==> src/rtl/mb_tx_multilane_serializer.sv <==
// Multi-lane mainband TX serializer: one-entry holding buffer feeding NUM_LANES lockstep shift lanes.
// Define MB_SER_MSB_FIRST_EN to emit each lane slice MSB first (default build is LSB first).
module mb_tx_multilane_serializer #(
    parameter int NUM_LANES = 16,
    parameter int SER_RATIO = 32,
    parameter int IDX_W     = $clog2(SER_RATIO)
) (
    input  logic                           CLK,
    input  logic                           RST,
    input  logic [NUM_LANES*SER_RATIO-1:0] P_DATA,
    input  logic                           P_VALID,
    output logic                           P_READY,
    input  logic                           SER_EN,
    output logic [NUM_LANES-1:0]           SER_OUT,
    output logic                           SER_VALID,
    output logic                           BUSY
);

    localparam int               WORD_W   = NUM_LANES * SER_RATIO;
    localparam logic [IDX_W-1:0] LAST_IDX = IDX_W'(SER_RATIO - 1);

    typedef enum logic {
        ST_IDLE  = 1'b0,
        ST_SHIFT = 1'b1
    } state_t;

    // One bit from every lane slice at a given emission index, honouring the bit order of the build.
    function automatic logic [NUM_LANES-1:0] lane_bits(
        input logic [WORD_W-1:0] word,
        input logic [IDX_W-1:0]  idx
    );
        logic [NUM_LANES-1:0] bits;
        logic [SER_RATIO-1:0] slice;
        logic [IDX_W-1:0]     pos;
        bits = '0;
`ifdef MB_SER_MSB_FIRST_EN
        pos = LAST_IDX - idx;
`else
        pos = idx;
`endif
        for (int l = 0; l < NUM_LANES; l++) begin
            slice   = word[l*SER_RATIO +: SER_RATIO];
            bits[l] = slice[pos];
        end
        return bits;
    endfunction

    state_t               state_q, state_d;
    logic [WORD_W-1:0]    hold_q, hold_d;
    logic                 hold_full_q, hold_full_d;
    logic [WORD_W-1:0]    act_q, act_d;
    logic [IDX_W-1:0]     idx_q, idx_d;
    logic [NUM_LANES-1:0] ser_out_q, ser_out_d;
    logic                 ser_valid_q, ser_valid_d;
    logic                 busy_q, busy_d;
    logic                 p_ready_q, p_ready_d;
    logic                 accept_s;

    assign accept_s = P_VALID & p_ready_q;

    // Next-state and registered-output computation for the serializer FSM.
    always_comb begin
        state_d     = state_q;
        hold_d      = accept_s ? P_DATA : hold_q;
        hold_full_d = hold_full_q | accept_s;
        act_d       = act_q;
        idx_d       = idx_q;
        ser_out_d   = '0;
        ser_valid_d = 1'b0;

        case (state_q)
            ST_IDLE: begin
                // First bit comes straight from HOLD so the word starts on the transfer edge.
                if (SER_EN && hold_full_q) begin
                    act_d       = hold_q;
                    hold_full_d = 1'b0;
                    ser_out_d   = lane_bits(hold_q, '0);
                    ser_valid_d = 1'b1;
                    idx_d       = IDX_W'(1);
                    state_d     = ST_SHIFT;
                end else begin
                    state_d = ST_IDLE;
                end
            end
            ST_SHIFT: begin
                if (SER_EN) begin
                    ser_out_d   = lane_bits(act_q, idx_q);
                    ser_valid_d = 1'b1;
                    if (idx_q == LAST_IDX) begin
                        idx_d = '0;
                        if (hold_full_q) begin
                            act_d       = hold_q;
                            hold_full_d = 1'b0;
                            state_d     = ST_SHIFT;
                        end else begin
                            state_d = ST_IDLE;
                        end
                    end else begin
                        idx_d = idx_q + IDX_W'(1);
                    end
                end else begin
                    state_d = ST_SHIFT;
                end
            end
            default: begin
                state_d     = ST_IDLE;
                hold_full_d = 1'b0;
                idx_d       = '0;
            end
        endcase

        busy_d    = (state_d == ST_SHIFT) | hold_full_d;
        p_ready_d = ~hold_full_d;
    end

    // State, data and output registers; reset discards both the active and the held word.
    always_ff @(posedge CLK or negedge RST) begin
        if (!RST) begin
            state_q     <= ST_IDLE;
            hold_q      <= '0;
            hold_full_q <= 1'b0;
            act_q       <= '0;
            idx_q       <= '0;
            ser_out_q   <= '0;
            ser_valid_q <= 1'b0;
            busy_q      <= 1'b0;
            p_ready_q   <= 1'b1;
        end else begin
            state_q     <= state_d;
            hold_q      <= hold_d;
            hold_full_q <= hold_full_d;
            act_q       <= act_d;
            idx_q       <= idx_d;
            ser_out_q   <= ser_out_d;
            ser_valid_q <= ser_valid_d;
            busy_q      <= busy_d;
            p_ready_q   <= p_ready_d;
        end
    end

    assign P_READY   = p_ready_q;
    assign SER_OUT   = ser_out_q;
    assign SER_VALID = ser_valid_q;
    assign BUSY      = busy_q;

endmodule

==> config.mk <==
export PLATFORM = sky130hd
export DESIGN_NAME = mb_tx_multilane_serializer
export DESIGN_NICKNAME = d
export VERILOG_FILES = /design/src/rtl/mb_tx_multilane_serializer.sv
export SDC_FILE = /design/constraint.sdc
export NUM_CORES = 2
export LEC_CHECK = 0
export ABC_CLOCK_PERIOD_IN_PS = 3300
export BUFFER_PORTS_ARGS = -buffer_cell sky130_fd_sc_hd__buf_2
export CAP_MARGIN = 20
export CORE_ASPECT_RATIO = 1.1
export CORE_MARGIN = 4
export CORE_UTILIZATION = 45
export DETAILED_ROUTE_END_ITERATION = 16
export GPL_ROUTABILITY_DRIVEN = 0
export PLACE_DENSITY = 0.64
export SYNTH_ARGS = -nofsm -noshare
export SYNTH_HDL_FRONTEND = slang
export SYNTH_SLANG_ARGS = --single-unit
==> constraint.sdc <==
create_clock -name CLK -period 3.3 [get_ports CLK]
set_input_delay 0 -clock CLK [delete_from_list [all_inputs] [get_ports CLK]]
set_output_delay 0 -clock CLK [all_outputs]
set_load 0.02 [all_outputs]
==> impl_table.tex <==
\begin{tabular}{lr}
\hline
Metric & Value \\
\hline
\multicolumn{2}{l}{\textbf{Status}} \\
\quad Outcome & finished clean \\
\multicolumn{2}{l}{\textbf{Yosys}} \\
\quad Count of different cell masters after synthesis & 43 \\
\quad Yosys warning count & 0 \\
\quad Number of enable flip-flop cells after synthesis & 0 \\
\quad Synthesized area & approximately 0.043 mm² \\
\quad Synth Area per Inst & $\sim$12 µm² \\
\quad Seq/Total Area, Yosys & 0.607 \\
\quad Post-synth ARST share & 1.00 \\
\quad Total nets after synthesis & 4241 \\
\quad Synth Flop Type & dfrtp\_1 \\
\quad Register bit total from synthesis & 1050 \\
\quad Synth Instances & around 3700 \\
\multicolumn{2}{l}{\textbf{Layout}} \\
\quad Final non-filler cell area & 0.0566 mm² \\
\quad Fraction of final layout cells sized beyond drive strength 1 & 0.295 \\
\quad Final net count & approximately 5300 \\
\quad Non-filler instance count after layout & about 6100 \\
\quad Area growth from synthesis to layout & 30.7\% \\
\quad Filler cells & roughly 7600 \\
\quad Most common library cell in the layout ignoring fill and taps & nand2\_1 \\
\quad Final Util & 0.592 \\
\quad Commonest non-fill, non-tap cells in the layout & 1540 x nand2\_1, 1043 x dfrtp\_1, 533 x buf\_2, 518 x dlygate4sd3\_1, 513 x mux2\_2 \\
\multicolumn{2}{l}{\textbf{STA}} \\
\quad Max-slew violation count & 0 \\
\quad Tcrit/Tclk final & 0.848 \\
\quad Max Freq & roughly 360 MHz \\
\quad Count of endpoints failing hold in the final timing report & 0 \\
\quad Time the worst path needs with I/O delays and setup & roughly 2800 ps \\
\quad Final setup violating endpoints & 0 \\
\quad Fin Setup TNS & 0 ps \\
\quad Tightest Pin Transition & roughly 1100 ps \\
\quad Slew HR & 0.268 \\
\quad Worst Hold Slack & around 67 ps \\
\quad Worst setup skew after layout & $\sim$21 ps \\
\quad RSZ-0062 raised after global routing & false \\
\multicolumn{2}{l}{\textbf{GRT}} \\
\quad Pin count of the biggest net entering global routing & roughly 120 \\
\quad Total GRT Usage & 0.254 \\
\quad First-pass GRT wire length & approximately 200000 µm \\
\quad Via count of the first global-routing pass & about 34000 \\
\quad Initial antenna violation count & 17 \\
\quad GR Overflow Total & 0 \\
\multicolumn{2}{l}{\textbf{Clock network}} \\
\quad CTS clk-pin slew, worst paths & approximately 60 ps \\
\quad Cell at the root of the clock tree & clkbuf\_16 \\
\quad Number of hold-repair buffers added at the cts stage & 519 \\
\quad Number of buffers inserted during clock tree synthesis & roughly 110 \\
\quad TritonCTS clock tree & done \\
\quad Insertion delay to the later sink of the worst-skew pair & 690 ps \\
\quad PostCTS Resize Cnt & 0 \\
\quad H-tree lvl count & 3 \\
\quad Post-CTS setup-driven buffer insertion count & 0 \\
\quad Number of sinks handled by clock tree synthesis & between 1000 and 1500 \\
\quad Clock Tree Buf Depth & 3 \\
\multicolumn{2}{l}{\textbf{Worst setup path}} \\
\quad Crit path max fanout & 116 \\
\quad Worst reg-to-reg path cell count & 8 \\
\quad Critical Path RT & 3910 ps \\
\quad Worst R2R Setup Slack & 500 ps \\
\quad Arr. time, crit path & approximately 3400 ps \\
\quad Kind of capture point of the worst setup path & flip-flop \\
\quad Crit path launch type & flip-flop \\
\quad Worst setup path category & reg2reg \\
\multicolumn{2}{l}{\textbf{Routing}} \\
\quad Routed length per instance & about 21 µm \\
\quad Routed via count & between 30000 and 40000 \\
\quad TritonRoute pass-1 iters & 5 \\
\quad DRC violation count after routing & 0 \\
\quad First DRT Iteration DRCs & $\sim$2200 \\
\quad Wire length reported by the detailed router & 129000 µm \\
\quad Final ANT Viol Nets & 0 \\
\quad Number of vias per cell & around 5.2 \\
\multicolumn{2}{l}{\textbf{Place}} \\
\quad Dpl cells & between 5000 and 6000 \\
\quad Port Buffer Count & approximately 530 \\
\quad Detailed placement HPWL & roughly 78000 µm \\
\quad Area after detailed placement & 0.0476 mm² \\
\multicolumn{2}{l}{\textbf{Hold path}} \\
\quad Tightest Hold Check Type & in2async \\
\multicolumn{2}{l}{\textbf{Power}} \\
\quad Power density normalized to cell area & roughly 880 mW/mm² \\
\quad Peak supply drop & between 0.5 and 0.6 mV \\
\quad Static leakage & approximately 27 nW \\
\multicolumn{2}{l}{\textbf{Floorplan}} \\
\quad Die W & 304 µm \\
\quad Total number of placement rows & 119 \\
\quad Number of top-level design ports & 535 \\
\quad Die Y & around 330 µm \\
\quad Placeable Area & approximately 0.096 mm² \\
\quad Initial Util & 0.453 \\
\quad Area of the die & about 0.1 mm² \\
\multicolumn{2}{l}{\textbf{Flow run}} \\
\quad Number of violations of the max-capacitance limit & 0 \\
\hline
\end{tabular}
power breakdown:
part	switching [mW]	internal, mW
clock	5.21	7.50
sequential	3.59	18.9
combinational	7.00	7.73
total	15.8	34.2
Yosys cell counts, types with 4 or more instances:
cell      count  area, µm²
o22ai_1      15       93.8
o21ai_1      10       50.1
nor2_1       18       67.6
or4_1        15        113
a21oi_1      16       80.1
o21ai_0       9       45.0
buf_6         7       78.8
buf_2        81        405
a21o_1       15        113
buf_1        24       90.1
nand4b_1     15        131
nand2b_1      4       25.0
nand3_1      20        100
a41o_1       15        150
a22oi_1      31        233
buf_4        11       82.6
nand2_1    1540       5780
mux4_2       95       2140
mux2_2      513       5780
dfrtp_1    1049      26300
clkbuf_1    107        402
mux2i_1      83        831
worst max-delay path, stage by stage (launching register included):
cell,delay (ps)
dfrtp_4,640
ha_1,240
and3_1,160
ha_1,170
nand2b_1,210
and3_4,480
buf_12,410
nand2_1,140
nand2_1,90
per-layer routing:
| layer | part of all wire | GRT usage | up-vias |
|---|---|---|---|
| met4 | 0.045 | 0.114 | 4 |
| met2 | 0.48 | 0.413 | 957 |
| met5 | 0.00021 | 0 | - |
| met3 | 0.049 | 0.0406 | 293 |
| li1 | - | - | 14400 |
| met1 | 0.42 | 0.340 | 16100 |
sequential cells by signal, indices dropped and copies added (netlist names):
| name | cells |
|---|---|
| idx_q | 5 |
| SER_VALID | 1 |
| state_q | 1 |
| hold_q | 512 |
| BUSY | 1 |
| act_q | 512 |
| SER_OUT | 16 |
| P_READY | 1 |
| hold_full_q | 1 |
through the flow:
step                total power [mW]  setup WS, ps
CTS                             50.2           540
detailed placement              36.8           578
floorplan                       32.0           828
global placement                36.4           641
finish                          50.0           503
global route                    52.9           333
final cells by class:
cell class	count	area, µm²	share of cell area
multi-input cells	2439	16000	0.283
flip-flops and latches	1050	26300	0.465
inverters	3	11.3	0.000199
well taps	1270	1590	0.0281
diodes	17	42.5	0.000752
repair buffers	1132	8940	0.158
clock buffers	152	3230	0.0571
clock inverters	40	484	0.00856
logic make-up (layout without fill, tap and decap cells):
logic type | count (synthesis) | after routing | share of synthesized area
fa+ha+maj | 2 | 2 | 0.000578
simple gates | 1625 | 1625 | 0.146
flops | 1050 | 1050 | 0.607
mux | 692 | 692 | 0.202
other cells | 0 | 17 | 0
compound gates | 120 | 120 | 0.0196
buf+inv | 234 | 1327 | 0.0249
worst paths after layout:
path,endpoint,from
setup / recovery,act_q[235]$_DFFE_PN0P_,idx_q[0]$_DFFE_PN0P_
hold / removal,act_q[120]$_DFFE_PN0P_,RST
setup reg to reg,act_q[235]$_DFFE_PN0P_,idx_q[0]$_DFFE_PN0P_
hold reg to reg,act_q[144]$_DFFE_PN0P_,hold_q[144]$_DFFE_PN0P_
max in group asynchronous,act_q[400]$_DFFE_PN0P_,RST
min in group CLK,hold_q[395]$_DFFE_PN0P_,P_DATA[395]
Power figures use the tool's default switching activity.
